## src/rtl/alarm_trigger.sv

```systemverilog
// Alarm trigger: compares alarm time with time of day, drives buzzer/LEDs and runs ring/snooze/timeout FSM.
// Optional macro ALARM_BEEP_EN: buzzer beeps 1 s on / 1 s off while ringing instead of a steady tone.
module alarm_trigger #(
    parameter int RING_TIMEOUT_S = 60,
    parameter int SNOOZE_MIN     = 5,
    parameter int MAX_SNOOZE     = 3
) (
    input  logic       clk,
    input  logic       reset,
    input  logic       tick_1hz,
    input  logic [5:0] cur_hour,
    input  logic [5:0] cur_min,
    input  logic [5:0] cur_sec,
    input  logic [5:0] alarm_hour,
    input  logic [5:0] alarm_min,
    input  logic       switch_set,
    input  logic       alarm_en,
    input  logic       key_snooze,
    input  logic       key_stop,
    output logic       buzzer,
    output logic       ring_LED,
    output logic       snooze_LED,
    output logic [1:0] state
);

    typedef enum logic [1:0] {
        ST_IDLE    = 2'd0,
        ST_RINGING = 2'd1,
        ST_SNOOZE  = 2'd2
    } state_t;

    localparam logic [7:0] RING_LIMIT  = 8'(RING_TIMEOUT_S);
    localparam logic [9:0] SNOOZE_LOAD = 10'(SNOOZE_MIN * 60);
    localparam logic [2:0] SNOOZE_CAP  = 3'(MAX_SNOOZE);

    state_t     state_q, state_d;
    logic [7:0] ring_cnt_q, ring_cnt_d;
    logic [9:0] snooze_tmr_q, snooze_tmr_d;
    logic [2:0] snooze_used_q, snooze_used_d;
    logic       key_snooze_q, key_stop_q;
    logic       buzzer_q, buzzer_d;
    logic       ring_led_q, ring_led_d;
    logic       snooze_led_q, snooze_led_d;

    logic       cancel;
    logic       stop_press;
    logic       snooze_press;
    logic       time_match;
    logic [7:0] ring_cnt_inc;

    // Keys are active-low; a press is the released-to-pressed edge against last cycle's sample.
    assign stop_press   = key_stop_q & ~key_stop;
    assign snooze_press = key_snooze_q & ~key_snooze;
    assign cancel       = ~alarm_en | switch_set;
    assign time_match   = tick_1hz && (cur_hour == alarm_hour) &&
                          (cur_min == alarm_min) && (cur_sec == 6'd0);
    assign ring_cnt_inc = ring_cnt_q + 8'd1;

    // State register
    always_ff @(posedge clk) begin
        if (reset) begin
            state_q <= ST_IDLE;
        end else begin
            state_q <= state_d;
        end
    end

    always_ff @(posedge clk) begin
        if (reset) begin
            ring_cnt_q    <= 8'd0;
            snooze_tmr_q  <= 10'd0;
            snooze_used_q <= 3'd0;
            key_snooze_q  <= 1'b1;
            key_stop_q    <= 1'b1;
        end else begin
            ring_cnt_q    <= ring_cnt_d;
            snooze_tmr_q  <= snooze_tmr_d;
            snooze_used_q <= snooze_used_d;
            key_snooze_q  <= key_snooze;
            key_stop_q    <= key_stop;
        end
    end

    // Next-state and counter logic
    always_comb begin
        state_d       = state_q;
        ring_cnt_d    = ring_cnt_q;
        snooze_tmr_d  = snooze_tmr_q;
        snooze_used_d = snooze_used_q;
        if (cancel) begin
            state_d       = ST_IDLE;
            ring_cnt_d    = 8'd0;
            snooze_tmr_d  = 10'd0;
            snooze_used_d = 3'd0;
        end else begin
            case (state_q)
                ST_IDLE: begin
                    if (time_match) begin
                        state_d       = ST_RINGING;
                        ring_cnt_d    = 8'd0;
                        snooze_used_d = 3'd0;
                    end
                end
                ST_RINGING: begin
                    if (stop_press) begin
                        state_d       = ST_IDLE;
                        ring_cnt_d    = 8'd0;
                        snooze_used_d = 3'd0;
                    end else if (snooze_press && (snooze_used_q < SNOOZE_CAP)) begin
                        state_d       = ST_SNOOZE;
                        ring_cnt_d    = 8'd0;
                        snooze_tmr_d  = SNOOZE_LOAD;
                        snooze_used_d = snooze_used_q + 3'd1;
                    end else if (tick_1hz) begin
                        if (ring_cnt_inc == RING_LIMIT) begin
                            state_d       = ST_IDLE;
                            ring_cnt_d    = 8'd0;
                            snooze_used_d = 3'd0;
                        end else begin
                            ring_cnt_d = ring_cnt_inc;
                        end
                    end
                end
                ST_SNOOZE: begin
                    if (stop_press) begin
                        state_d       = ST_IDLE;
                        snooze_tmr_d  = 10'd0;
                        snooze_used_d = 3'd0;
                    end else if (tick_1hz) begin
                        if (snooze_tmr_q <= 10'd1) begin
                            state_d      = ST_RINGING;
                            ring_cnt_d   = 8'd0;
                            snooze_tmr_d = 10'd0;
                        end else begin
                            snooze_tmr_d = snooze_tmr_q - 10'd1;
                        end
                    end
                end
                default: begin
                    state_d       = ST_IDLE;
                    ring_cnt_d    = 8'd0;
                    snooze_tmr_d  = 10'd0;
                    snooze_used_d = 3'd0;
                end
            endcase
        end
    end

    // Output logic, evaluated on the next state so outputs line up with state
    always_comb begin
        ring_led_d   = (state_d == ST_RINGING);
        snooze_led_d = (state_d == ST_SNOOZE);
`ifdef ALARM_BEEP_EN
        buzzer_d = 1'b0;
        if (state_d == ST_RINGING) begin
            if (state_q != ST_RINGING) begin
                buzzer_d = 1'b1;
            end else if (tick_1hz) begin
                buzzer_d = ~buzzer_q;
            end else begin
                buzzer_d = buzzer_q;
            end
        end
`else
        buzzer_d = (state_d == ST_RINGING);
`endif
    end

    always_ff @(posedge clk) begin
        if (reset) begin
            buzzer_q     <= 1'b0;
            ring_led_q   <= 1'b0;
            snooze_led_q <= 1'b0;
        end else begin
            buzzer_q     <= buzzer_d;
            ring_led_q   <= ring_led_d;
            snooze_led_q <= snooze_led_d;
        end
    end

    assign buzzer     = buzzer_q;
    assign ring_LED   = ring_led_q;
    assign snooze_LED = snooze_led_q;
    assign state      = state_q;

endmodule

```

## config.mk

```make
export PLATFORM = sky130hd
export DESIGN_NAME = alarm_trigger
export DESIGN_NICKNAME = d
export VERILOG_FILES = /design/src/rtl/alarm_trigger.sv
export SDC_FILE = /design/constraint.sdc
export NUM_CORES = 1
export LEC_CHECK = 0
export ABC_AREA = 1
export CAP_MARGIN = 20
export CORE_MARGIN = 2
export CORE_UTILIZATION = 55
export CTS_CLUSTER_SIZE = 10
export DETAILED_ROUTE_END_ITERATION = 8
export PLACE_DENSITY = 0.84
export SLEW_MARGIN = 20
export SYNTH_ARGS = -nofsm -noshare
export SYNTH_HDL_FRONTEND = slang
export SYNTH_SLANG_ARGS = --single-unit
export TNS_END_PERCENT = 20
```

## constraint.sdc

```tcl
create_clock -name clk -period 2.7 [get_ports clk]
set_clock_uncertainty 0.15 [all_clocks]
set_input_delay 0.405 -clock clk [delete_from_list [all_inputs] [get_ports clk]]
set_output_delay 0.405 -clock clk [all_outputs]
set_load 0.02 [all_outputs]
```

[After elaboration in Yosys (flattened, before gate mapping)]
Cells that the tools add are included.
Word-level totals
  register bits after elaboration: 27
  bits of input ports: 37
  output and inout port bits: 5
  word-level logic and storage cells: 79
Cells by class
  add/sub/neg operators: 3
  order comparisons: 2
  eq/ne operators: 17
  mux-type cells: 32
  bitwise logic cells: 7
  reductions and logical operators: 10
Operator list (number)
  2-to-1 mux 8 bit: 8
  2-to-1 mux 10 bit: 5
  one-hot mux 10 bit (3 select lines): 1
  one-hot mux 8 bit (3 select lines): 1
  2-to-1 mux 2 bit: 9
  2-to-1 mux 3 bit: 6
  inequality test 2 bit, second input constant: 7
  equality test 6 bit: 2
  less-or-equal comparator 10 x 1 -> 1 bit, second input constant: 1
  subtractor 10 x 1 -> 10 bit, second input constant: 1
  one-hot mux 3 bit (3 select lines): 1
  adder 8 x 1 -> 8 bit, second input constant: 1
  equality test 8 x 6 -> 1 bit, second input constant: 1
  inequality test 4 bit, second input constant: 2
  AND reduction 4 bit: 2
  logical NOT 6 bit: 1
  one-hot mux 2 bit (3 select lines): 1
  AND reduction 5 bit: 1
  equality test 2 x 1 -> 1 bit, second input constant: 2
  equality test 2 bit, second input constant: 2
  logical AND 1 bit: 4
  inverter 1 bit: 4
  adder 3 x 1 -> 3 bit, second input constant: 1
  < comparator 3 x 2 -> 1 bit, second input constant: 1
  5 further kinds: 6

[Depth between registers and ports, before layout]
Gate-level depths: netlist of the first run.
  depth after elaboration: 9
  depth in mapped cells: 15

[Worst setup path before layout of the first run]
No wires, ideal clock.
  path kind: reg-to-reg
  from: register state_q[1], in the netlist state[1]
  to: register ring_cnt_q[6]
  arrival: 1614 ps
  required time: 2422 ps
  path slack: 808 ps
  cell stages (with the launch flop): 12
  path buffers: 1
  clock period less this slack: 1892 ps
  path through: dfxtp_1 -> inv_1 -> ha_1 -> inv_1 -> nor2_1 -> nand2_1 -> nor2_1 -> inv_1 -> nand3_1 -> buf_2 -> o21ai_1 -> nor2_1
Between the ends
  longest elaborated chain between the ends: 3
  elaborated cells between the ends (all ways): 10
  those cells by class: 7 x eq/ne; 1 x mux; 2 x reduce/logical
RTL lines
  from (decl): RTL line 36  | state_t state_q, state_d;
  from (signal assigned): RTL line 64  | state_q <= state_d;
  equality test 2 x 1 -> 1 bit, or another cell as far along: RTL line 96  | case (state_q)
  inequality test 4 bit (no line) / inequality test 2 bit (equally long branches)
  AND reduction 5 bit (no line)
  to (signal assigned): RTL line 76  | ring_cnt_q <= ring_cnt_d;
  to (decl): RTL line 37  | logic [7:0] ring_cnt_q, ring_cnt_d;
Parallel ways exist; a longest one is shown, timed or not.
A chain may end at the register's enable or synchronous reset.

[Final worst setup path of the first run]
  from: register state_q[1], in the netlist state[1]
  to: register ring_cnt_q[0]
The elaborated chain is that of the path after synthesis.

==> impl_metrics.csv, run 1 <==
group,metric,value,unit
clock_network,cts_setup_buffers,0,
logic_synthesis,synth-compound-area-share,0.0941,
clock_network,cts_tree,"built",
finish,nFillCells,297,
placement,dpl.hpwl,3450,µm
outcome,status,"completed",
floorplan,io_pins,42,
logic_synthesis,ys_seq_elements,27,
clock_network,cts_max_level,1,
sta,fmax,471,MHz
critical_path,cp_data_arrival_time,2.22,ns
sta,period_share,0.786,
critical_path,crit_fanout,11,
logic_synthesis,synthCells,312,
run,maxCapViolCount,0,
finish,syn_to_final_growth,25.5,%
logic_synthesis,synth_nets,357,
grt,grtUsageMet3,0.0342,
worst_hold_path,min_path_type,"reg2reg",
logic_synthesis,ys_async_sr_fraction,0,
power,swShare,0.230,
sta,grt_setup_unrepaired,"no",
clock_network,clk_pin_slew,0.15,ns
logic_synthesis,synth_top_area_frac,0.284,
drt,drt-total-wl,4250,µm
power,cellLeakagePower,1.03,nW
clock_network,numCtsBuffers,3,
power,intPower,0.000519,W
critical_path,crit_chain,"inv_1, ha_1, inv_1, nor2_1, nand2_1, nor2_1, inv_1, nand3_1, o21ai_1, nor2_1",
grt,grt_pass1_wl,7710,µm
logic_synthesis,synth-simple-area-share,0.409,
finish,fin_nets,401,
logic_synthesis,synth_top_family_by_area,"simple AND/OR/NAND/NOR gates",
clock_network,cts-resized-gates,0,
drt,wl_per_cell,10.6,µm
logic_synthesis,ys_types,31,
clock_network,numClockSinks,27,
clock_network,root_buffer,"clkbuf_4",
placement,place_ws,0.240,ns
logic_synthesis,yosys-top-cells-area,"dfxtp_1 28%, nand2_1 17%, nor2_1 10%",
floorplan,start_util,0.570,
finish,antenna_cells,0,
sta,setup_viol,0,
drt,vias,1902,
critical_path,cp-end-kind,"register",
placement,io_buffers,41,
clock_network,holdBufCountCts,0,
finish,drive_gt1_frac,0.0930,
logic_synthesis,ys_warn_count,0,
logic_synthesis,synthFlopType,"dfxtp_1",
sta,min_period,2.12,ns
finish,post-route-util,0.715,
sta,max_slew_margin,0.744,
floorplan,die_y,62.8,µm
sta,drv_slew,0,
finish,fin_area,0.00239,mm²
critical_path,critPathMaxStageDelay,0.44,ns
sta,final-hold-violation-count,0,
drt,drc,0,
power,p_clk_frac,0.262,
grt,grt_antenna_before_repair,0,
power,seqPwrFrac,0.594,
sta,worst_pin_slew,0.383,ns
grt,grt_usage,0.236,
floorplan,dieArea,0.00394,mm²
logic_synthesis,synth-edff-count,0,
logic_synthesis,muxShareOfSynthArea,0,
floorplan,core,0.00334,mm²
logic_synthesis,yosys.area_share.xor_xnor,0.0507,
logic_synthesis,synthTopCellsByCount,"87 x nand2_1, 53 x nor2_1, 42 x inv_1",
drt,drt_first_pass_iters,4,
drt,ant_nets,0,
critical_path,crit_buf_inv,3,
power,finalPower,0.000674,W
critical_path,critPathRequiredTime,2.79,ns
placement,postPlaceCellArea,0.00236,mm²
grt,grt_use_met2,0.441,
critical_path,worst_path_max_delay_cell,"dfxtp_1",
critical_path,cp-start-kind,"register",
floorplan,fp-row-count,21,
clock_network,cts_max_path_buffers,2,
power,combPwrFrac,0.144,
sta,fin_ws,0.577,ns
grt,overflow,0,
clock_network,insertion_delay,0.33,ns
logic_synthesis,synthMostInstantiatedCell,"nand2_1",
critical_path,critPathKind,"reg2reg",
logic_synthesis,synth-seq-area-share,0.284,
grt,grt_pass1_vias,1874,
drt,avgViaCountPerCell,4.74,
grt,met1_usage,0.288,
drt,drtIter0Drc,69,
power,ir_drop,324,µV
placement,place_congestion,0.844,
logic_synthesis,synthAdderAreaFrac,0.0526,
logic_synthesis,synth_area_per_cell,6.10,µm²
grt,grt.busiest_layer,"met2",
power,switchingPower,0.000155,W
floorplan,dieWidth,62.8,µm
grt,grt_max_degree,15,
power,power.density,282,mW/mm²
sta,tns,0,ns
critical_path,crit_family,"simple AND/OR/NAND/NOR gates",
logic_synthesis,synth_area,0.00190,mm²
logic_synthesis,synth_top_area_cell,"dfxtp_1",
-- state kept, by name, summed over array words and instances (netlist names) --
name and cells:
ring_LED 1, state 2, key_snooze_q 1, snooze_used_q 3, ring_cnt_q 8, snooze_LED 1
key_stop_q 1, snooze_tmr_q 10
-- stage by stage --
stage	std cells	hold WS (ns)
after floorplan	312	0.308
final	401	0.365
after detailed placement	397	0.323
after CTS	401	0.367
after global routing	401	0.398
after global placement	397	0.327
-- path summary, 6_finish.rpt --
path | cells after the start | slack (ns) | from | to
worst max-delay path | 10 | 0.58 | state[1]$_SDFF_PP0_ | ring_cnt_q[0]$_SDFFE_PP0P_
worst min-delay path | 2 | 0.36 | snooze_used_q[1]$_SDFFE_PP0P_ | snooze_used_q[1]$_SDFFE_PP0P_
worst max register to register | 10 | 0.58 | state[1]$_SDFF_PP0_ | ring_cnt_q[0]$_SDFFE_PP0P_
worst min register to register | 2 | 0.36 | snooze_used_q[1]$_SDFFE_PP0P_ | snooze_used_q[1]$_SDFFE_PP0P_
-- worst min-delay path, stage by stage, from the launching register on --
cell and delay [ns]:
dfxtp_1 0.35, nor2_1 0.10, nor2_1 0.05
-- cell type report --
| cell class | count | area, µm² | share of cell area |
|---|---|---|---|
| flip-flops and latches | 27 | 541 | 0.226 |
| repair buffers | 42 | 418 | 0.175 |
| inverters | 51 | 191 | 0.0802 |
| clock buffers | 4 | 26.3 | 0.0110 |
| multi-input cells | 231 | 1150 | 0.483 |
| well taps | 46 | 57.6 | 0.0241 |
-- layer usage --
layer / vias up / part of all wire
li1: 1038 / -
met1: 837 / 0.47
met2: 25 / 0.50
met3: 2 / 0.028
met4: 0 / 0.0042
met5: - / 0
-- layout by cell type, fill, tap and decap left out, drive strengths merged --
cell / n
a211oi: 1
a21oi: 15
buf: 1
clkbuf: 4
clkdlybuf4s50: 41
dfxtp: 27
ha: 8
inv: 51
nand2: 95
nand3: 8
nand3b: 1
nand4: 5
nor2: 61
nor3: 3
nor3b: 2
o21a: 1
o21ai: 17
or2: 2
or3: 1
xnor2: 6
xor2: 5
-- logic make-up (layout without fill, tap and decap cells) --
kind of cell    Yosys count  in the layout
xor+xnor                 11             11
simple gates            178            178
flops                    27             27
compound gates           34             34
buf+inv                  54             97
fa+ha+maj                 8              8
-- power groups by stage --
stage	logic, W	clock network (W)	registers [W]
final	0.0000970	0.000176	0.000400
after global routing	0.000108	0.000200	0.000401
after CTS	0.0000977	0.000185	0.000401
after detailed placement	0.0000975	0	0.000409
after global placement	0.0000951	0	0.000409
after floorplan	0.0000337	0	0.000409
No activity file was read; power rests on OpenSTA's default activity.
==> inputs of run 2 (changes only) <==
Settings changed: CORE_UTILIZATION 55 to 51, PLACE_DENSITY 0.84 to 0.79.
Clock period 2.7 ns to 2 ns, I/O delays scaled along.
==> run 2 against run 1 <==
Against the previous run: critical path depth shrank 1; clock power increased by 76%; fmax rose by 11%; via count is 7.2% higher; final cell count increased by 6.7%; setup slack worse by 0.49 ns; sequential share of layout area decreased by 2.2 points; global-route usage decreased by 1.1 points; hold slack lost 0.027 ns; design area up 12%; non-clock buffer count rose by 25; power is 47% higher; highest routed layer unchanged.
==> impl_metrics.csv, run 2 (synthesis gave the netlist of run 1 again) <==
group,metric,value,unit
outcome,status,"completed",
critical_path,r2r-end,"ring_cnt_q[7]$_SDFFE_PP0P_",
floorplan,die_y,65.1,µm
sta,fmax,522,MHz
drt,drt-total-wl,4690,µm
critical_path,r2r.worst_path.cells,9,
power,finalPower,0.000988,W
sta,drv_slew,0,
sta,setup_viol,0,
finish,regMostFlops,"snooze_tmr_q",
placement,dpl.hpwl,3730,µm
sta,period_share,0.957,
drt,drt_first_pass_iters,4,
grt,grt_max_degree,15,
worst_hold_path,holdPathEnd,"snooze_tmr_q[0]$_SDFFE_PP0P_",
worst_hold_path,min_path_type,"reg2reg",
placement,place_congestion,0.853,
power,ir_drop,390,µV
finish,post-route-util,0.735,
clock_network,root_buffer,"clkbuf_8",
finish,antenna_cells,0,
grt,grt_pass1_vias,1834,
floorplan,fp-row-count,22,
clock_network,clk_pin_slew,0.09,ns
finish,drive_gt1_frac,0.192,
run,maxCapViolCount,0,
finish,reg_top3,"snooze_tmr_q x10, ring_cnt_q x8, snooze_used_q x3",
sta,min_period,1.91,ns
clock_network,insertion_delay,0.27,ns
drt,ant_nets,0,
sta,final-hold-violation-count,0,
grt,overflow,0,
critical_path,critPathKind,"reg2reg",
finish,fin_nets,426,
critical_path,critPathRequiredTime,2.02,ns
critical_path,cp-end-kind,"register",
worst_hold_path,hold_start,"snooze_tmr_q[0]$_SDFFE_PP0P_",
grt,grt_antenna_before_repair,0,
power,cellLeakagePower,1.17,nW
placement,postPlaceCellArea,0.00256,mm²
clock_network,numCtsBuffers,3,
finish,syn_to_final_growth,40.3,%
drt,wl_per_cell,11.0,µm
floorplan,dieWidth,65.1,µm
drt,vias,2039,
critical_path,crit_fanout,11,
clock_network,numClockSinks,27,
critical_path,crit_start,"snooze_tmr_q[2]$_SDFFE_PP0P_",
floorplan,dieArea,0.00423,mm²
worst_hold_path,min_path_cells,2,
floorplan,io_pins,42,
clock_network,cts_max_level,1,
finish,nFillCells,325,
finish,layout_common_cells,"86 x nand2_1, 50 x nor2_1, 41 x clkdlybuf4s50_1, 40 x inv_1, 24 x buf_4",
clock_network,cts_max_path_buffers,2,
grt,grt_usage,0.225,
clock_network,cts_tree,"built",
drt,drc,0,
critical_path,cp-start-kind,"register",
power,power.density,370,mW/mm²
placement,io_buffers,41,
clock_network,holdBufCountCts,0,
grt,grt_pass1_wl,7660,µm
drt,avgViaCountPerCell,4.76,
drt,drtIter0Drc,72,
finish,layout_commonest_cell,"nand2_1",
critical_path,r2r_start,"snooze_tmr_q[2]$_SDFFE_PP0P_",
sta,grt_setup_unrepaired,"yes",
floorplan,start_util,0.523,
sta,max_slew_margin,0.809,
floorplan,core,0.00363,mm²
critical_path,cp_data_arrival_time,1.94,ns
finish,fin_area,0.00267,mm²
critical_path,rrSetupSlack,0.09,ns
finish,largest_reg_flops,10,
sta,worst_pin_slew,0.284,ns
-- run 2: cell count changes in the layout (fill, tap and decap cells not counted), moves of 2 or more --
cell      delta
buf_4       +23
clkbuf_4     -3
nor2_4       +3
nor2_1       -3
dfxtp_2      +5
inv_2        +2
clkbuf_8     +3
inv_1        -2
o21ai_2      +2
dfxtp_1      -5
o21ai_0      -2
-- run 2: how the worst max path moves through the flow --
stage	to	slack (ns)
2_1_floorplan	ring_cnt_q[6]$_SDFFE_PP0P_	0.11
4_1_cts	ring_cnt_q[0]$_SDFFE_PP0P_	0.04
5_1_grt	ring_cnt_q[0]$_SDFFE_PP0P_	-0.03
3_3_place_gp	snooze_tmr_q[9]$_SDFFE_PP0P_	-0.09
3_5_place_dp	snooze_tmr_q[6]$_SDFFE_PP0P_	-0.11
6_report	ring_cnt_q[7]$_SDFFE_PP0P_	0.09
-- run 2: worst max-delay path, cell delays in order (launching register included) --
cell	delay [ns]
dfxtp_1	0.36
nor2_1	0.20
o21ai_2	0.09
nor3_2	0.24
nand2_1	0.14
o21ai_2	0.21
nand3_2	0.11
buf_6	0.16
o21ai_1	0.12
nor2_1	0.05
-- run 2: final cells by class --
| type | instances | area (µm²) | area share |
|---|---|---|---|
| inverter | 51 | 191 | 0.0717 |
| multi-input combinational | 231 | 1200 | 0.451 |
| tap | 48 | 60.1 | 0.0225 |
| clock buffer | 4 | 45.0 | 0.0169 |
| sequential | 27 | 547 | 0.205 |
| timing repair buffer | 67 | 622 | 0.233 |
-- run 2: what timing repair did --
item | in CTS | in global routing
setup endpoints to repair | 0 | 24
gates resized for setup | 0 | 22
buffers inserted | 0 | 1
-- run 2: through the flow --
step	hold WS (ns)	setup TNS, ns	setup slack, ns	std cells
2_1_floorplan	0.232	0	0.108	312
3_3_place_gp	0.320	-0.830	-0.0919	423
3_5_place_dp	0.332	-1.41	-0.108	423
4_1_cts	0.346	0	0.0402	427
5_1_grt	0.373	-0.130	-0.0252	428
6_report	0.337	0	0.0854	428
-- run 2: layer usage --
layer	vias to the layer above	global-route usage	routed length, µm
met4	0	0.0781	87
met5	-	0	0
met3	11	0.0399	270
met2	49	0.380	2220
met1	891	0.288	2120
li1	1088	-	-
-- run 2: report_power, final --
part	switching [W]	leakage (nW)	internal (W)
clock	0.000166	0.0228	0.000143
combinational	0.0000513	0.929	0.0000889
sequential	0.000000433	0.221	0.000539
